<file path="src/rtl/nbcac_pkg.sv">
// nbcac_pkg: shared widths, scheduler state type and payload group selector.
//   CHUNK_W   - data bits per NBCAC group
//   CODE_W    - wires per NBCAC codeword
//   MAX_CHUNK - widest payload the selector can slice (groups)
package nbcac_pkg;

    localparam int CHUNK_W   = 7;
    localparam int CODE_W    = 10;
    localparam int MAX_CHUNK = 16;

    typedef enum logic {IDLE, SEND} state_t;

    // Payload is zero-extended to MAX_CHUNK groups by the caller, so one
    // selector serves every legal N_CHUNK.
    function automatic logic [CHUNK_W-1:0] chunk_sel(
        input logic [CHUNK_W*MAX_CHUNK-1:0] data,
        input logic [3:0]                   idx
    );
        return data[CHUNK_W*idx +: CHUNK_W];
    endfunction

endpackage

</file>
<file path="src/rtl/nbcac_7di_encoder_core.sv">
// nbcac_7di_encoder_core: combinational 7-bit to 10-wire NBCAC encoder.
//   v[6:0]  - data group
//   d[10:1] - codeword; wires 3, 6 and 9 are grounded shields, so every data
//             wire has at most one switching data neighbour
module nbcac_7di_encoder_core (
    input  logic [6:0]  v,
    output logic [10:1] d
);

    assign d = {v[6], 1'b0, v[5], v[4], 1'b0, v[3], v[2], 1'b0, v[1], v[0]};

endmodule

</file>
<file path="src/rtl/nbcac_tx_scheduler.sv">
// nbcac_tx_scheduler: slices payload words into 7-bit groups and streams their NBCAC codewords.
//   clock, rst             - rising-edge clock, asynchronous active-high reset
//   in_valid/in_ready      - payload handshake, in_data holds N_CHUNK groups, LSB group first
//   code_valid/code_ready  - codeword handshake towards the bus driver
//   codeout                - registered codeword, held while stalled or idle
//   code_first/code_last   - codeout carries group 0 / group N_CHUNK-1
//   busy                   - a word is buffered or a codeword is pending
module nbcac_tx_scheduler
    import nbcac_pkg::*;
#(
    parameter int N_CHUNK = 4
) (
    input  logic                       clock,
    input  logic                       rst,
    input  logic                       in_valid,
    output logic                       in_ready,
    input  logic [CHUNK_W*N_CHUNK-1:0] in_data,
    output logic                       code_valid,
    input  logic                       code_ready,
    output logic [CODE_W:1]            codeout,
    output logic                       code_first,
    output logic                       code_last,
    output logic                       busy
);

    localparam int            IW   = (N_CHUNK > 1) ? $clog2(N_CHUNK) : 1;
    localparam logic [IW-1:0] LAST = IW'(N_CHUNK - 1);

    state_t                       state, state_d;
    logic [IW-1:0]                idx, idx_d;
    logic [CHUNK_W*N_CHUNK-1:0]   buffer;
    logic [CHUNK_W*MAX_CHUNK-1:0] buffer_pad;
    logic [CHUNK_W-1:0]           chunk;
    logic [CODE_W:1]              code;
    logic                         slot_free, at_last, accept, load;

    assign slot_free  = !code_valid || code_ready;
    assign at_last    = idx == LAST;
    // A new word may enter on the very edge that loads the last group, which
    // keeps back-to-back words bubble-free.
    assign in_ready   = !rst && (state == IDLE || (at_last && slot_free));
    assign accept     = in_valid && in_ready;
    assign load       = state == SEND && slot_free;
    assign busy       = state != IDLE || code_valid;
    assign buffer_pad = (CHUNK_W*MAX_CHUNK)'(buffer);
    assign chunk      = chunk_sel(buffer_pad, 4'(idx));

    nbcac_7di_encoder_core u_enc (
        .v (chunk),
        .d (code)
    );

    always_comb begin
        state_d = accept ? SEND : (load && at_last) ? IDLE : state;
        idx_d   = accept ? '0 : (load && !at_last) ? idx + 1'b1 : idx;
    end

    always_ff @(posedge clock or posedge rst) begin
        if (rst) begin
            state      <= IDLE;
            idx        <= '0;
            buffer     <= '0;
            codeout    <= '0;
            code_valid <= 1'b0;
            code_first <= 1'b0;
            code_last  <= 1'b0;
        end else begin
            state <= state_d;
            idx   <= idx_d;
            if (accept)
                buffer <= in_data;
            // codeout is only ever written with a fresh codeword, so the bus
            // sees no transitions while stalled or idle.
            if (load) begin
                codeout    <= code;
                code_valid <= 1'b1;
                code_first <= idx == '0;
                code_last  <= at_last;
            end else if (code_ready) begin
                code_valid <= 1'b0;
            end
        end
    end

endmodule
</file>
<file path="config.mk">
export PLATFORM = sky130hd
export DESIGN_NAME = nbcac_tx_scheduler
export DESIGN_NICKNAME = d
export VERILOG_FILES = /design/src/rtl/nbcac_pkg.sv /design/src/rtl/nbcac_7di_encoder_core.sv /design/src/rtl/nbcac_tx_scheduler.sv
export SDC_FILE = /design/constraint.sdc
export NUM_CORES = 1
export LEC_CHECK = 0
export CELL_PAD_IN_SITES_DETAIL_PLACEMENT = 0
export CELL_PAD_IN_SITES_GLOBAL_PLACEMENT = 2
export CORE_ASPECT_RATIO = 1.25
export CORE_MARGIN = 5
export CORE_UTILIZATION = 31
export DETAILED_ROUTE_END_ITERATION = 8
export PLACE_DENSITY_LB_ADDON = 0.1
export SLEW_MARGIN = 20
export SYNTH_ARGS = -nofsm -noshare
export SYNTH_HDL_FRONTEND = slang
export SYNTH_SLANG_ARGS = --single-unit
</file>
<file path="constraint.sdc">
create_clock -name clock -period 2.2 [get_ports clock]
set_clock_uncertainty 0.1 [all_clocks]
set_input_delay 0.22 -clock clock [delete_from_list [all_inputs] [get_ports clock]]
set_output_delay 0.22 -clock clock [all_outputs]
set_load 0.03 [all_outputs]
</file>
======== Yosys cells after proc, flatten, opt, wreduce, memory -nomap -nowiden ========
Cells that the tools add are included.
W data, S select, Z words.
storage, ports and cells
  register bits after elaboration ......... 41
  bits of input ports ..................... 32
  output and inout port bits .............. 15
  word-level logic and storage cells ...... 34
cells by class
  add/sub/neg operators ................... 1
  multipliers ............................. 1
  eq/ne operators ......................... 1
  shift operators ......................... 1
  mux-type cells .......................... 6
  bitwise logic cells ..................... 1
  reduce and logical (&&, ||, !) cells .... 16
operator list
  cell                   count
  $shiftx A112 B6 Y7     1
  $logic_and A1 B1 Y1    6
  $reduce_bool A2 Y1     3
  $mul A3 B2 Y5 const A  1
  $mux W1                4
  $mux W2                2
  $logic_not A1 Y1       3
  $logic_or A1 B1 Y1     3
  $add A2 B1 Y2 const B  1
  $eq A2 B2 Y1 const B   1
  $logic_not A2 Y1       1
  $not A1 Y1             1

======== Logic depth before layout (Yosys ltp) ========
  depth after elaboration ................. 7
  depth in mapped cells ................... 6
  mapped depth without buffers ............ 5

======== Modules after synthesis ========
From an unflattened synthesis, not the netlist that was laid out.
unflattened totals
  cell total of the unflattened synthesis .. 196
  area, all modules ....................... 2095.8 sq um
by module, submodules not included
  module                  times used  cells an instance  area an instance (sq um)  seq. area each (sq um)
  nbcac_tx_scheduler      1           185                2016.9                    1101.1
  nbcac_7di_encoder_core  1           11                 78.8                      0.0

======== Least setup slack after synthesis ========
No wires, ideal clock.
  kind .................................... reg-to-reg
  start point ............................. register code_valid
  end point ............................... register idx[0]
  setup time .............................. 0.143 ns
  arrival time ............................ 1.427 ns
  required time ........................... 1.957 ns
  path slack .............................. 0.530 ns
  cell stages (with the launch flop) ...... 6
  path buffers ............................ 1
  clock period less this slack ............ 1.670 ns
  cell sequence ........................... dfrtp_1 -> and2b_4 -> o22a_1 -> buf_2 -> inv_1 -> a22oi_1
on the way
  word-level cells in the longest chain between the ends .. 7
  elaborated cells between the ends (all ways) .. 10
  classes of those cells .................. mux (1); reduce/logical (9)
RTL lines
  what                                                  RTL line                  source
  start, declared                                       nbcac_tx_scheduler.sv:18  output logic code_valid,
  start signal, assigned                                nbcac_tx_scheduler.sv:64  code_valid <= 1'b0;
  start signal, assigned                                nbcac_tx_scheduler.sv:76  code_valid <= 1'b1;
  start signal, assigned                                nbcac_tx_scheduler.sv:80  code_valid <= 1'b0;
  $logic_not A1 Y1 (*)                                  nbcac_tx_scheduler.sv:37  assign slot_free = !code_valid || code_ready;
  $logic_or A1 B1 Y1 (*)                                nbcac_tx_scheduler.sv:37
  $logic_and A1 B1 Y1 (*)                               nbcac_tx_scheduler.sv:41  assign in_ready = !rst && (state == IDLE || (at_last && slot_free));
  $logic_or A1 B1 Y1 (*)                                nbcac_tx_scheduler.sv:41
  $logic_and A1 B1 Y1 (*)                               nbcac_tx_scheduler.sv:41
  net in_ready                                          nbcac_tx_scheduler.sv:16  output logic in_ready,
  $logic_and A1 B1 Y1 (*)                               nbcac_tx_scheduler.sv:42  assign accept = in_valid && in_ready;
  $mux W2 / $reduce_bool A2 Y1 (equally long branches)  -
  end signal, assigned                                  nbcac_tx_scheduler.sv:69  idx <= idx_d;
  end, declared                                         nbcac_tx_scheduler.sv:30  logic [IW-1:0] idx, idx_d;
Mark *: on every way through the listed nets, which the timed path passes. The rest lies on a longest branch.
A chain may end at the register's enable or synchronous reset.

======== Final worst setup path ========
  start point ............................. register idx[0]
  end point ............................... output in_ready
on the way
  word-level cells in the longest chain between the ends .. 4
RTL lines
  what                 RTL line                  source
  $eq A2 B2 Y1         nbcac_tx_scheduler.sv:38  assign at_last = idx == LAST;
  net at_last          nbcac_tx_scheduler.sv:35  logic slot_free, at_last, accept, load;
  $logic_and A1 B1 Y1  nbcac_tx_scheduler.sv:41
  $logic_or A1 B1 Y1   nbcac_tx_scheduler.sv:41
  $logic_and A1 B1 Y1  nbcac_tx_scheduler.sv:41
  end, declared        nbcac_tx_scheduler.sv:16
The timed path passes the listed nets, and every way through them passes these cells.

==> flow_summary.yaml <==
timing:
  hold_viol: 0
  fmax_mhz: 500
  tns_ns: 0
  rsz0062_at_grt: "false"
  final.period_utilization_pct: 90.9
  drv_slew: 0
  slew_headroom_pct: 64.3
  period_needed_ns: 2.00
  worstMarginPinSlew_ns: 0.536
  layout_setup_ws_ns: 0.200
  setup_viol: 0
clock_network:
  clk_pin_slew_worst_paths_ns: 0.08
  htreeDepth: 2
  cts_buffers: 5
  cts_tree: "built"
  clock-sinks: 41
  cts-root-buf: "clkbuf_8"
  clock_latency_ns: 0.29
  clockBufferDepth: 2
  post_cts_buffers: 0
  holdBufCountCts: 0
route:
  drcViolationCount: 0
  vias: 1491
  drt-initial-drc-count: 82
  wl_met1_um: 2100
  wl_met2_um: 2580
  first_pass_iters: 4
  wl_um: 5000
  via_per_inst: 4.75
  wl_met3_um: 245
  wl_per_cell_um: 15.9
  top_layer_used: "met4"
  ant_nets: 0
cells_and_area:
  syn2layout_area_growth_pct: 32.3
  fin_nets: 262
  diodes: 0
  drive_gt1_share_pct: 14.8
run_status:
  status: "finished, final reports clean"
power_and_ir_drop:
  pwr-share-seq_pct: 40.3
  p_leak_nw: 1.15
  clkPwrFrac_pct: 15.4
  fin_total_pwr_mw: 3.16
  combPwrFrac_pct: 44.3
  power.internal_mw: 2.03
  ir_drop_v: 0.000501
  power_switching_mw: 1.13
  powerDensity_nw_per_um2: 1230
  sw_frac_of_total_pct: 35.9
floorplanning:
  placementRows: 32
  die_area_um2: 7970
  die_w_um: 80.9
  core_um2: 6130
  io_pins: 47
  start_util_pct: 31.8
  die_y_um: 98.6
synthesis:
  synth_xor_area_share_pct: 0
  synth_cell_types: 23
  yosysSeqAreaShare_pct: 52.7
  synth_compound_area_share_pct: 11.2
  synthAdderAreaFrac_pct: 1.29
  synth_most_common_cell: "nand2_1"
  synth_cells: 182
  synth_top_family_by_area: "simple AND/OR/NAND/NOR gates"
  ys_ff_latch: 41
  postSynthAreaPerCell_um2: 10.7
  netlist.area_leader.share_pct: 52.7
  synth_common_cells: "nand2_1 (58), dfrtp_1 (41), o22ai_1 (28)"
  synthTopCellsByArea: "dfrtp_1 (53%), nand2_1 (11%), o22ai_1 (9.0%), mux2_2 (5.2%), mux4_2 (4.6%)"
  synth.area.mux_share_pct: 13.9
  synthSimpleGateAreaFrac_pct: 15.5
  synth_edf_count: 0
  yosys.area.top_type: "dfrtp_1"
  synth_area_um2: 1950
  yosys_warnings: 0
  synth_ff_type: "dfrtp_1"
  async_flop_share_pct: 100
critical_path:
  crit_required_ns: 1.88
  crit_path_start_kind: "flip-flop"
  worstSetupPathType: "flip-flop to output port"
  crit_path_end_kind: "output port"
  r2r_slack_ns: 0.56
  arrival_ns: 1.68
  reg2reg_depth: 3
  reg2reg_to: "codeout[8]"
  r2r-start: "idx[0]"
  crit_fanout: 4
place:
  numPortBuffers: 43
  place.detailed.hpwl_um: 3420
  dp_slack_ns: 0.0108
  gp_congestion: 0.703
global_route:
  antenna_found_initial: 0
  grt_pass1_vias: 1665
  grt_max_degree: 42
  gr-usage-all-layers_pct: 13.7
  grt_pass1_wl_um: 8470
  grt_overflow: 0
job:
  drv_cap: 0
min_path:
  worstHoldPathType: "input pin to async pin"
[sequential cells by signal (all words and copies together), names as in the netlist]
register,count
buffer,28
code_first,1
code_last,1
code_valid,1
codeout,7
idx,2
state,1
[routing by layer]
metal	track usage (%)	vias up
met4	4.55	0
met1	17.3	729
li1	-	720
met2	22.8	35
met3	3.29	7
met5	0	-
[how the worst max path moves through the flow]
stage / from / end / slack [ns] / cells after the start
6_report: idx[0] / in_ready / 0.20 / 5
5_1_grt: idx[0] / in_ready / 0.07 / 5
4_1_cts: idx[0] / in_ready / 0.18 / 5
3_5_place_dp: code_ready / in_ready / 0.01 / 5
3_3_place_gp: code_ready / in_ready / 0.06 / 5
2_1_floorplan: code_valid / idx[0] / 0.53 / 5
[layout by cell type (no fill, tap or decap), drive strengths merged, types with 2 or more instances in the layout]
cell,n
ha,2
conb,3
clkdlybuf4s50,42
clkbuf,5
inv,4
or3b,2
dfrtp,41
mux4,7
nand2b,4
nand2,58
o21ai,2
o22ai,28
a22oi,2
buf,10
clkinv,2
mux2,9
[layout make-up]
type / count / area [um2]
well taps: 85 / 106
inverters: 4 / 15.0
repair buffers: 53 / 517
multi-input cells: 123 / 826
flip-flops and latches: 41 / 1030
clock buffers: 5 / 68.8
clock inverters: 3 / 17.5
fillers: 610 / 3550
[kinds of logic (layout without fill, tap and decap cells)]
group           Yosys count  count (layout)
mux                      16              16
simple gates             68              68
flops                    41              41
fa+ha+maj                 2               2
buf+inv                  20              65
other cells               1               3
compound gates           34              34
[timing repair]
action                                  in CTS  in global routing
gates resized for setup                      1                  0
endpoints found under the setup margin       1                  0
endpoints found under the hold margin        0                  0
[through the flow]
step / cell area (um2) / std cells / hold WS, ns / util, %
2_1_floorplan: 1950 / 184 / 0.265 / -
5_1_grt: 2580 / 314 / 0.387 / 42.1
3_5_place_dp: 2490 / 306 / 0.395 / 40.7
6_report: 2580 / 314 / 0.368 / 42.1
3_3_place_gp: 2490 / 306 / 0.387 / 40.7
4_1_cts: 2580 / 314 / 0.378 / 42.1
[worst max-delay path, cell delays in order, from the launching register on]
cell           delay, ns
dfrtp_1             0.37
ha_1                0.22
nand2b_1            0.09
o22a_1              0.19
inv_1               0.10
dlygate4sd2_1       0.41
[power groups by stage]
| stage | Sequential [mW] | Combinational (mW) | Clock [mW] |
|---|---|---|---|
| finish | 1.27 | 1.40 | 0.488 |
| global placement | 1.28 | 1.40 | 0 |
| detailed placement | 1.30 | 1.43 | 0 |
| global route | 1.32 | 1.55 | 0.532 |
| floorplan | 1.40 | 0.845 | 0 |
| CTS | 1.28 | 1.44 | 0.501 |
No activity file was read; power rests on OpenSTA's default activity.
